$ cat src/rtl/stim_pkg.sv
// Shared definitions for the stimulus channel buffer.
//  ch_idx_t     : wide channel index used for range checks on the host write port
//  MODE_STREAM  : pop-once FIFO replay
//  MODE_LOOP    : loaded sequence repeats until cleared
//  clog2_min1() : $clog2 clamped to at least 1 bit
package stim_pkg;

  typedef logic [7:0] ch_idx_t;

  localparam logic MODE_STREAM = 1'b0;
  localparam logic MODE_LOOP   = 1'b1;

  function automatic int clog2_min1(input int n);
    return (n <= 2) ? 1 : $clog2(n);
  endfunction

endpackage

$ cat src/rtl/stim_chan_fifo.sv
// One stimulus channel: word memory, head/tail/replay pointers, occupancy count,
// first-word-fall-through output and sticky underflow flag.
// Ports:
//  clk, rst        clock, asynchronous active-high reset
//  clear           synchronous flush of pointers, count and underflow
//  mode_loop       0 = STREAM, 1 = LOOP
//  wr_en           write strobe (already qualified by the top)
//  wr_data         word to store
//  wr_space        channel can take a word this cycle
//  out_valid       word available (count != 0)
//  out_ready       consumer takes the word
//  out_data        current word
//  underflow       sticky: out_ready seen while out_valid was low
module stim_chan_fifo
  import stim_pkg::*;
#(
  parameter int DATA_W = 32,
  parameter int DEPTH  = 16
) (
  input  logic              clk,
  input  logic              rst,
  input  logic              clear,
  input  logic              mode_loop,
  input  logic              wr_en,
  input  logic [DATA_W-1:0] wr_data,
  output logic              wr_space,
  output logic              out_valid,
  input  logic              out_ready,
  output logic [DATA_W-1:0] out_data,
  output logic              underflow
);

  localparam int AW = $clog2(DEPTH);
  localparam logic [AW-1:0] PTR_ONE  = AW'(1);
  localparam logic [AW:0]   CNT_ONE  = (AW+1)'(1);
  localparam logic [AW:0]   CNT_FULL = (AW+1)'(DEPTH);

  logic [DATA_W-1:0] mem [DEPTH];

  logic [AW-1:0] head_reg, tail_reg, rp_reg;
  logic [AW-1:0] head_next, tail_next, rp_next, rp_inc;
  logic [AW:0]   count_reg, count_next;
  logic          underflow_reg;
  logic          pop, full, is_loop;

  assign is_loop   = (mode_loop == MODE_LOOP);
  assign full      = (count_reg == CNT_FULL);
  assign out_valid = (count_reg != '0);
  assign pop       = out_valid & out_ready;
  assign rp_inc    = rp_reg + PTR_ONE;
  assign underflow = underflow_reg;

  // A STREAM pop frees a slot in the same cycle, so a full channel can still
  // take a word alongside it. In LOOP a pop frees nothing.
  assign wr_space = !full || (!is_loop && out_ready);

  // In STREAM the replay pointer always equals head, except on the first
  // cycle after leaving LOOP; reading at head there makes the restart from
  // the oldest word visible straight away and keeps a pop on that cycle
  // consistent with the word that was presented.
  assign out_data = mem[is_loop ? rp_reg : head_reg];

  always_comb begin
    head_next  = head_reg;
    tail_next  = tail_reg;
    rp_next    = rp_reg;
    count_next = count_reg;
    if (wr_en) tail_next = tail_reg + PTR_ONE;
    if (is_loop) begin
      // Replay head..tail-1 repeatedly; words stay resident.
      if (pop) rp_next = (rp_inc == tail_reg) ? head_reg : rp_inc;
      if (wr_en) count_next = count_reg + CNT_ONE;
    end else begin
      if (pop) head_next = head_reg + PTR_ONE;
      rp_next = head_next;
      if (wr_en && !pop)      count_next = count_reg + CNT_ONE;
      else if (!wr_en && pop) count_next = count_reg - CNT_ONE;
    end
  end

  always_ff @(posedge clk) begin
    if (wr_en) mem[tail_reg] <= wr_data;
  end

  always_ff @(posedge clk or posedge rst) begin
    if (rst) begin
      head_reg      <= '0;
      tail_reg      <= '0;
      rp_reg        <= '0;
      count_reg     <= '0;
      underflow_reg <= 1'b0;
    end else if (clear) begin
      head_reg      <= '0;
      tail_reg      <= '0;
      rp_reg        <= '0;
      count_reg     <= '0;
      underflow_reg <= 1'b0;
    end else begin
      head_reg  <= head_next;
      tail_reg  <= tail_next;
      rp_reg    <= rp_next;
      count_reg <= count_next;
      if (out_ready && !out_valid) underflow_reg <= 1'b1;
    end
  end

endmodule

$ cat src/rtl/stim_chan_buffer.sv
// Multi-channel stimulus buffer: one shared host write port fanned out to
// NUM_CH independent replay channels, plus a free-running cycle stamp.
// Ports:
//  clk, rst    clock, asynchronous active-high reset
//  mode_loop   0 = STREAM, 1 = LOOP (all channels)
//  clear       synchronous flush of all channels and sticky flags
//  wr_valid / wr_ready / wr_ch / wr_data   host write handshake
//  wr_err      sticky: write to a channel index >= NUM_CH
//  out_valid / out_ready / out_data        per-channel outputs, channel i at
//              out_data[i*DATA_W +: DATA_W]
//  underflow   per-channel sticky underflow
//  cycle       free-running cycle count
module stim_chan_buffer
  import stim_pkg::*;
#(
  parameter int NUM_CH = 4,
  parameter int DATA_W = 32,
  parameter int DEPTH  = 16,
  parameter int CYC_W  = 32,
  localparam int CH_W  = clog2_min1(NUM_CH)
) (
  input  logic                     clk,
  input  logic                     rst,
  input  logic                     mode_loop,
  input  logic                     clear,
  input  logic                     wr_valid,
  output logic                     wr_ready,
  input  logic [CH_W-1:0]          wr_ch,
  input  logic [DATA_W-1:0]        wr_data,
  output logic                     wr_err,
  output logic [NUM_CH-1:0]        out_valid,
  input  logic [NUM_CH-1:0]        out_ready,
  output logic [NUM_CH*DATA_W-1:0] out_data,
  output logic [NUM_CH-1:0]        underflow,
  output logic [CYC_W-1:0]         cycle
);

  logic [NUM_CH-1:0] space;
  logic [NUM_CH-1:0] wr_en;
  logic              sel_space;
  logic              in_range;
  logic              wr_err_reg;
  logic [CYC_W-1:0]  cycle_reg;

  assign in_range = (ch_idx_t'(wr_ch) < ch_idx_t'(NUM_CH));

  // Out-of-range indices keep sel_space at 1 so the host is never stalled
  // by a bad index; the word is simply dropped.
  always_comb begin
    sel_space = 1'b1;
    for (int i = 0; i < NUM_CH; i++) begin
      if (wr_ch == CH_W'(i)) sel_space = space[i];
    end
    wr_ready = !clear && sel_space;
  end

  generate
    for (genvar gi = 0; gi < NUM_CH; gi++) begin : g_chan
      assign wr_en[gi] = wr_valid && !clear && (wr_ch == CH_W'(gi)) && space[gi];

      stim_chan_fifo #(
        .DATA_W (DATA_W),
        .DEPTH  (DEPTH)
      ) u_fifo (
        .clk       (clk),
        .rst       (rst),
        .clear     (clear),
        .mode_loop (mode_loop),
        .wr_en     (wr_en[gi]),
        .wr_data   (wr_data),
        .wr_space  (space[gi]),
        .out_valid (out_valid[gi]),
        .out_ready (out_ready[gi]),
        .out_data  (out_data[gi*DATA_W +: DATA_W]),
        .underflow (underflow[gi])
      );
    end
  endgenerate

  always_ff @(posedge clk or posedge rst) begin
    if (rst) begin
      wr_err_reg <= 1'b0;
    end else if (clear) begin
      wr_err_reg <= 1'b0;
    end else if (wr_valid && !in_range) begin
      wr_err_reg <= 1'b1;
    end
  end

  // Cycle stamp ignores clear so timestamps stay monotonic across flushes.
  always_ff @(posedge clk or posedge rst) begin
    if (rst) cycle_reg <= '0;
    else     cycle_reg <= cycle_reg + CYC_W'(1);
  end

  assign wr_err = wr_err_reg;
  assign cycle  = cycle_reg;

endmodule
$ cat config.mk
export PLATFORM = sky130hd
export DESIGN_NAME = stim_chan_buffer
export DESIGN_NICKNAME = d
export VERILOG_FILES = /design/src/rtl/stim_pkg.sv /design/src/rtl/stim_chan_fifo.sv /design/src/rtl/stim_chan_buffer.sv
export SDC_FILE = /design/constraint.sdc
export NUM_CORES = 2
export LEC_CHECK = 0
export CORE_AREA = 3 3 533 535
export CTS_CLUSTER_SIZE = 10
export DETAILED_ROUTE_END_ITERATION = 12
export DIE_AREA = 0 0 536 538
export PLACE_DENSITY_LB_ADDON = 0.2
export SYNTH_ARGS = -nofsm -noshare
export SYNTH_HDL_FRONTEND = slang
export SYNTH_SLANG_ARGS = --single-unit
export TNS_END_PERCENT = 20
$ cat constraint.sdc
create_clock -name clk -period 11.7 [get_ports clk]
set_input_delay 1.755 -clock clk [delete_from_list [all_inputs] [get_ports clk]]
set_output_delay 1.755 -clock clk [all_outputs]
set_load 0.05 [all_outputs]
# Yosys cells after proc, flatten, opt, wreduce, memory -nomap -nowiden
# Memory sizes are Yosys's and may differ from the RTL's.
# Cells that the tools add are included.
# Widths: inputs -> output; s select.
[classes]
reduce_logical = 69
mux = 80
bitwise = 4
addsub = 21
eq_ne = 20
[ops]
columns = ["op", "n"]
rows = [
  ["$mux 4", 40],
  ["$mux 5", 20],
  ["$add 4x1->4 const B", 12],
  ["$add 32x1->32 const B", 1],
  ["$logic_and 1x1->1", 26],
  ["$ne 3x1->1 const B", 8],
  ["$add 5x1->5 const B", 4],
  ["$eq 5x5->1 const B", 4],
  ["$mux 1", 20],
  ["$reduce_bool 5->1", 4],
  ["$sub 5x1->5 const B", 4],
  ["$logic_not 1->1", 18],
  ["$eq 4x4->1", 4],
  ["$reduce_bool 2->1", 8],
  ["$reduce_bool 4->1", 4],
  ["$reduce_and 2->1", 4],
  ["$and 1x1->1", 4],
  ["$eq 2x2->1 const B", 2],
  ["$logic_or 1x1->1", 4],
  ["$eq 2x1->1 const B", 1],
  ["$logic_not 2->1", 1],
  ["$ne 2x1->1 const B", 1],
]
[totals]
output_inout_bits = 170
in_bits = 43
regBits = 104
elab_cells = 219
memories = 4
ramBits = 2048
[memory_table]
columns = ["name", "words", "width", "read_ports", "rd_clocked_by_memory_dff", "write_ports", "line_no", "source"]
rows = [
  ["g_chan[0].u_fifo.mem", 16, 32, 1, 0, 1, "stim_chan_fifo.sv:38", "logic [DATA_W-1:0] mem [DEPTH];"],
  ["g_chan[1].u_fifo.mem", 16, 32, 1, 0, 1, "stim_chan_fifo.sv:38", ""],
  ["g_chan[2].u_fifo.mem", 16, 32, 1, 0, 1, "stim_chan_fifo.sv:38", ""],
  ["g_chan[3].u_fifo.mem", 16, 32, 1, 0, 1, "stim_chan_fifo.sv:38", ""],
]

# Longest topological paths before layout
[logic_depth]
ltp_word = 10
mapped_depth = 12
ltp_nobuf = 11

# Hierarchy
# From an unflattened synthesis, not the netlist that was laid out.
[unflattened]
hier_cells = 3958
area_unflattened_um2 = 83665.2
[by_module_without_submodules]
columns = ["mod", "seq_area_each_um2", "cells_each", "area_each_um2", "n_inst"]
rows = [
  ["stim_chan_fifo (g_chan[1].u_fifo ...)", 15825.2, 956, 20542.2, 3],
  ["stim_chan_fifo (g_chan[0].u_fifo)", 15825.2, 955, 20530.9, 1],
  ["stim_chan_buffer", 800.8, 135, 1507.7, 1],
]

# Worst setup path before layout
# Ideal clock, no wire load.
[synth_timing]
path_type = "input to register"
from = "input port clear"
to = "memory g_chan[3].u_fifo.mem[11][0] (enable)"
t_arrival_ps = 5111
t_required_ps = 11239
path_slack_ps = 6127
path_buffers = 1
cell_stages = 5
setup_time_ps = 461
cell_sequence = "clkbuf_1 -> nand3b_1 -> a311oi_2 -> nand2_1 -> nor3_1"
[synth_between]
elab_chain_cells = 6
[synth_lines]
columns = ["item", "line_no", "source"]
rows = [
  ["from (decl)", "stim_chan_buffer.sv:25", "input logic clear,"],
  ["$logic_not 1->1", "stim_chan_buffer.sv:59", "assign wr_en[gi] = wr_valid && !clear && (wr_ch == CH_W'(gi)) && space[gi];"],
  ["$logic_and 1x1->1 (3 in a row)", "stim_chan_buffer.sv:59", ""],
  ["$mux 1", "stim_chan_fifo.sv:82", "if (wr_en) mem[tail_reg] <= wr_data;"],
  ["$mux 1 (not written as such)", "stim_chan_fifo.sv:82", ""],
  ["to (decl)", "stim_chan_fifo.sv:38", ""],
]
# Every way passes these cells.

# Worst setup path in the final report
[layout_timing]
from = "input port mode_loop"
to = "output port out_data[33]"
[layout_between]
elab_chain_cells = 2
[layout_lines]
columns = ["item", "line_no", "source"]
rows = [
  ["from (decl)", "stim_chan_buffer.sv:24", "input logic mode_loop,"],
  ["$mux 4", "stim_chan_fifo.sv:61", "assign out_data = mem[is_loop ? rp_reg : head_reg];"],
  ["$mem_v2 16x32", "n/a", ""],
  ["to (decl)", "stim_chan_buffer.sv:33", "output logic [NUM_CH*DATA_W-1:0] out_data,"],
]
# Every way passes these cells.

==> impl_metrics.ini <==
[synthesis]
netlist.area_leader.share_pct = 73.5
synth_area_per_cell_sq_um = 21.3
mappedNetlistNets = 4004
post_synth_num_cell_types = 80
synthTopCellsByArea = edfxtp_1, mux4_2, dfrtp_1
synth_area_leader_cell = edfxtp_1
mapped_cells = 3924
yosys_warnings = 0
fraction_of_synthesis_flops_using_an_asynchronous_set_or_reset_pin_pct = 4.83
synth_edf_count = 2048
synth-main-ff-cell = edfxtp_1
netlist_area_before_placement_sq_um = 83600
synth-seq-cells = 2152
synth_seq_area_share_pct = 76.6

[clock_tree]
ctsResizeCount = 0
cts_setup_buffers = 0
worstSkewPairLatency_ps = 830
cts.reportedPaths.clkPinSlew_ps = 60
tritoncts.num_buffers = 268
htree_num_levels = 5
holdBufCountCts = 0
cts.root.buffer_cell = clkbuf_16
tritoncts = done
clk_sinks = 2152
clk_buf_depth = 4

[setup_path]
timing.setup.critical_path_class = input port to primary output
worstSetupStartpointType = input port
critical_path.n_buffers_inverters = 5
worstSetupEndpointType = primary output
slack_of_the_worst_reg_to_reg_path_ps = 8260
timing.critical_path.from = mode_loop
timing.critical_path.mode_cell = buf_4
cp.depth = 9
path_max_fanout = 92
crit_path_max_incr_delay_ps = 770
crit_chain = buf_4, buf_4, mux2i_4, buf_12, buf_4, mux4_2, a22oi_1, nand2_1, clkdlybuf4s50_1
endpoint = out_data[33]
worst_r2r_endpoint = g_chan[2].u_fifo.mem[1][25]
worst-endpoint-required_ps = 9950
cp_data_arrival_time_ps = 6280
worst-r2r-cell-count = 7
worstReg2RegStart = g_chan[2].u_fifo.count_reg[0]
crit_family = buffers and inverters
critical-path-slowest-cell = buf_4

[sta]
min_period_over_period_pct = 68.6
finalSetupTns_ps = 0
final.min_clock_period_ps = 8030
max_slew.worst_pin.slew_ps = 1160
slew_headroom_pct = 22.6
timing_hold_violations_final = 0
unrepaired_setup_endpoints_after_global_routing = no
report.final.setup_viol = 0
fin_skew_ps = 64.0
maxClockFrequency_mhz = 125
slew_violations = 0

[placement]
place_hpwl_mm = 114
placement.cell_area_sq_um = 91000
place.port_buffers = 211
finalWeightedCongestion = 0.726

[detailed_routing]
number_of_remaining_drc_errors = 0
ant_nets = 0
postRouteWirelength_mm = 225
num_vias = 40400
detailedRoute.firstPassIterationCount = 5
drt_iter0_drc = 3594
post_drt_wl_per_cell_um = 27.4
avgViaCountPerCell = 4.93

[grt]
grt_overflow_total = 0
grt_pass1_wl_mm = 320
grt_start_max_net_pins = 129
antenna_found_initial = 23
grt_pass1_vias = 43000
gr_usage_total_pct = 15.4

[die]
fp.coreArea_sq_um = 279000
starting_density_pct = 29.9
fp-row-count = 194
die_w_um = 536
ioPinCount = 213
floorplan.die.height_um = 538
dieArea_sq_um = 288000

[run_status]
outcome = finished clean

[finish]
multi_input_comb_area_sq_um = 18900
flow.area_growth_from_synthesis_pct = 17.8
finish.net_count = 4435
largest_register_ffs = 2048
fillerInstances = 25900
drive_gt1_share_pct = 25.0
seq_area_sq_um = 64100
postLayoutCoreUtil_pct = 35.3
final_design_area_no_fill_sq_um = 98500

[pwr]
cellLeakagePower_nw = 31.7
post-layout-total-power_mw = 17.8
power_density_nw_per_um2 = 180
max-vdd-ir-drop_mv = 0.118

[run]
drv.max_cap_violation_count = 0

[worst_hold_path]
hold_path_class = flop to flop
[cells in the final DEF (no fill, tap or decap), drive strengths merged, types with 37 or more instances in the layout]
master and count:
mux4 512, buf 186, xnor2 55, edfxtp 2048, xor2 38, clkbuf 330, inv 67, ha 37
nor2 110, a22oi 257, nand2 184, nor3 40, dfrtp 104, clkdlybuf4s50 177
[final cells by class]
type                            count  area share, %
Inverter                           61          0.235
Sequential cell                  2152           65.1
Clock inverter                     36          0.364
Multi-Input combinational cell   1509           19.2
Tap cell                         3724           4.73
Timing Repair Buffer              363           3.20
Clock buffer                      330           7.23
Antenna cell                       11         0.0279
[worst min path at each step]
| stage | from | end | slack (ps) | depth (start not counted) |
|---|---|---|---|---|
| 2_1_floorplan | g_chan[0].u_fifo.underflow | g_chan[0].u_fifo.underflow | 460 | 2 |
| 3_3_place_gp | cycle[31] | cycle[31] | 460 | 1 |
| 3_5_place_dp | cycle[31] | cycle[31] | 470 | 1 |
| 4_1_cts | cycle[31] | cycle[31] | 480 | 1 |
| 5_1_grt | cycle[31] | cycle[31] | 500 | 1 |
| 6_report | cycle[31] | cycle[31] | 470 | 1 |
[cells in the mapped netlist (38+ instances only)]
cell type,number
nor3_1,40
mux4_2,512
inv_1,58
edfxtp_1,2048
dfrtp_1,104
a22oi_1,257
buf_2,99
nand2_1,184
xnor2_1,55
xor2_1,38
clkbuf_1,59
nor2_1,109
[layer usage]
layer	vias to the layer above	GRT usage [%]	routed length, um
li1	17200	-	-
met1	21800	21.3	98800
met2	1041	25.8	110000
met3	338	2.03	11300
met4	0	3.75	5030
met5	-	0	0
[kinds of logic (layout without fill, tap and decap cells)]
logic type	after synthesis	count (layout)	share of synthesized area [%]
compound gates	376	376	3.41
mux	537	537	14.1
fa+ha+maj	37	37	0.554
simple gates	458	458	2.56
xor+xnor	100	100	1.16
other cells	1	12	0.00448
flops	2152	2152	76.6
buf+inv	263	790	1.56
[report_power, final]
part           internal, mW  total, mW  leakage [nW]  switching, mW
Combinational         0.764       1.92          8.24           1.15
Clock                  4.33       7.33          3.65           3.00
Sequential             8.47       8.51          19.8         0.0385
Total                  13.6       17.8          31.7           4.19
[per-stage QoR]
| step | hold slack [ps] | setup WS, ps | std cells |
|---|---|---|---|
| after floorplan | 464 | 6130 | 3924 |
| after global placement | 460 | 3710 | 7809 |
| after detailed placement | 473 | 3680 | 7809 |
| after CTS | 480 | 3680 | 8175 |
| after global routing | 503 | 3410 | 8176 |
| final | 472 | 3670 | 8186 |
(Power assumes the default switching activity.)
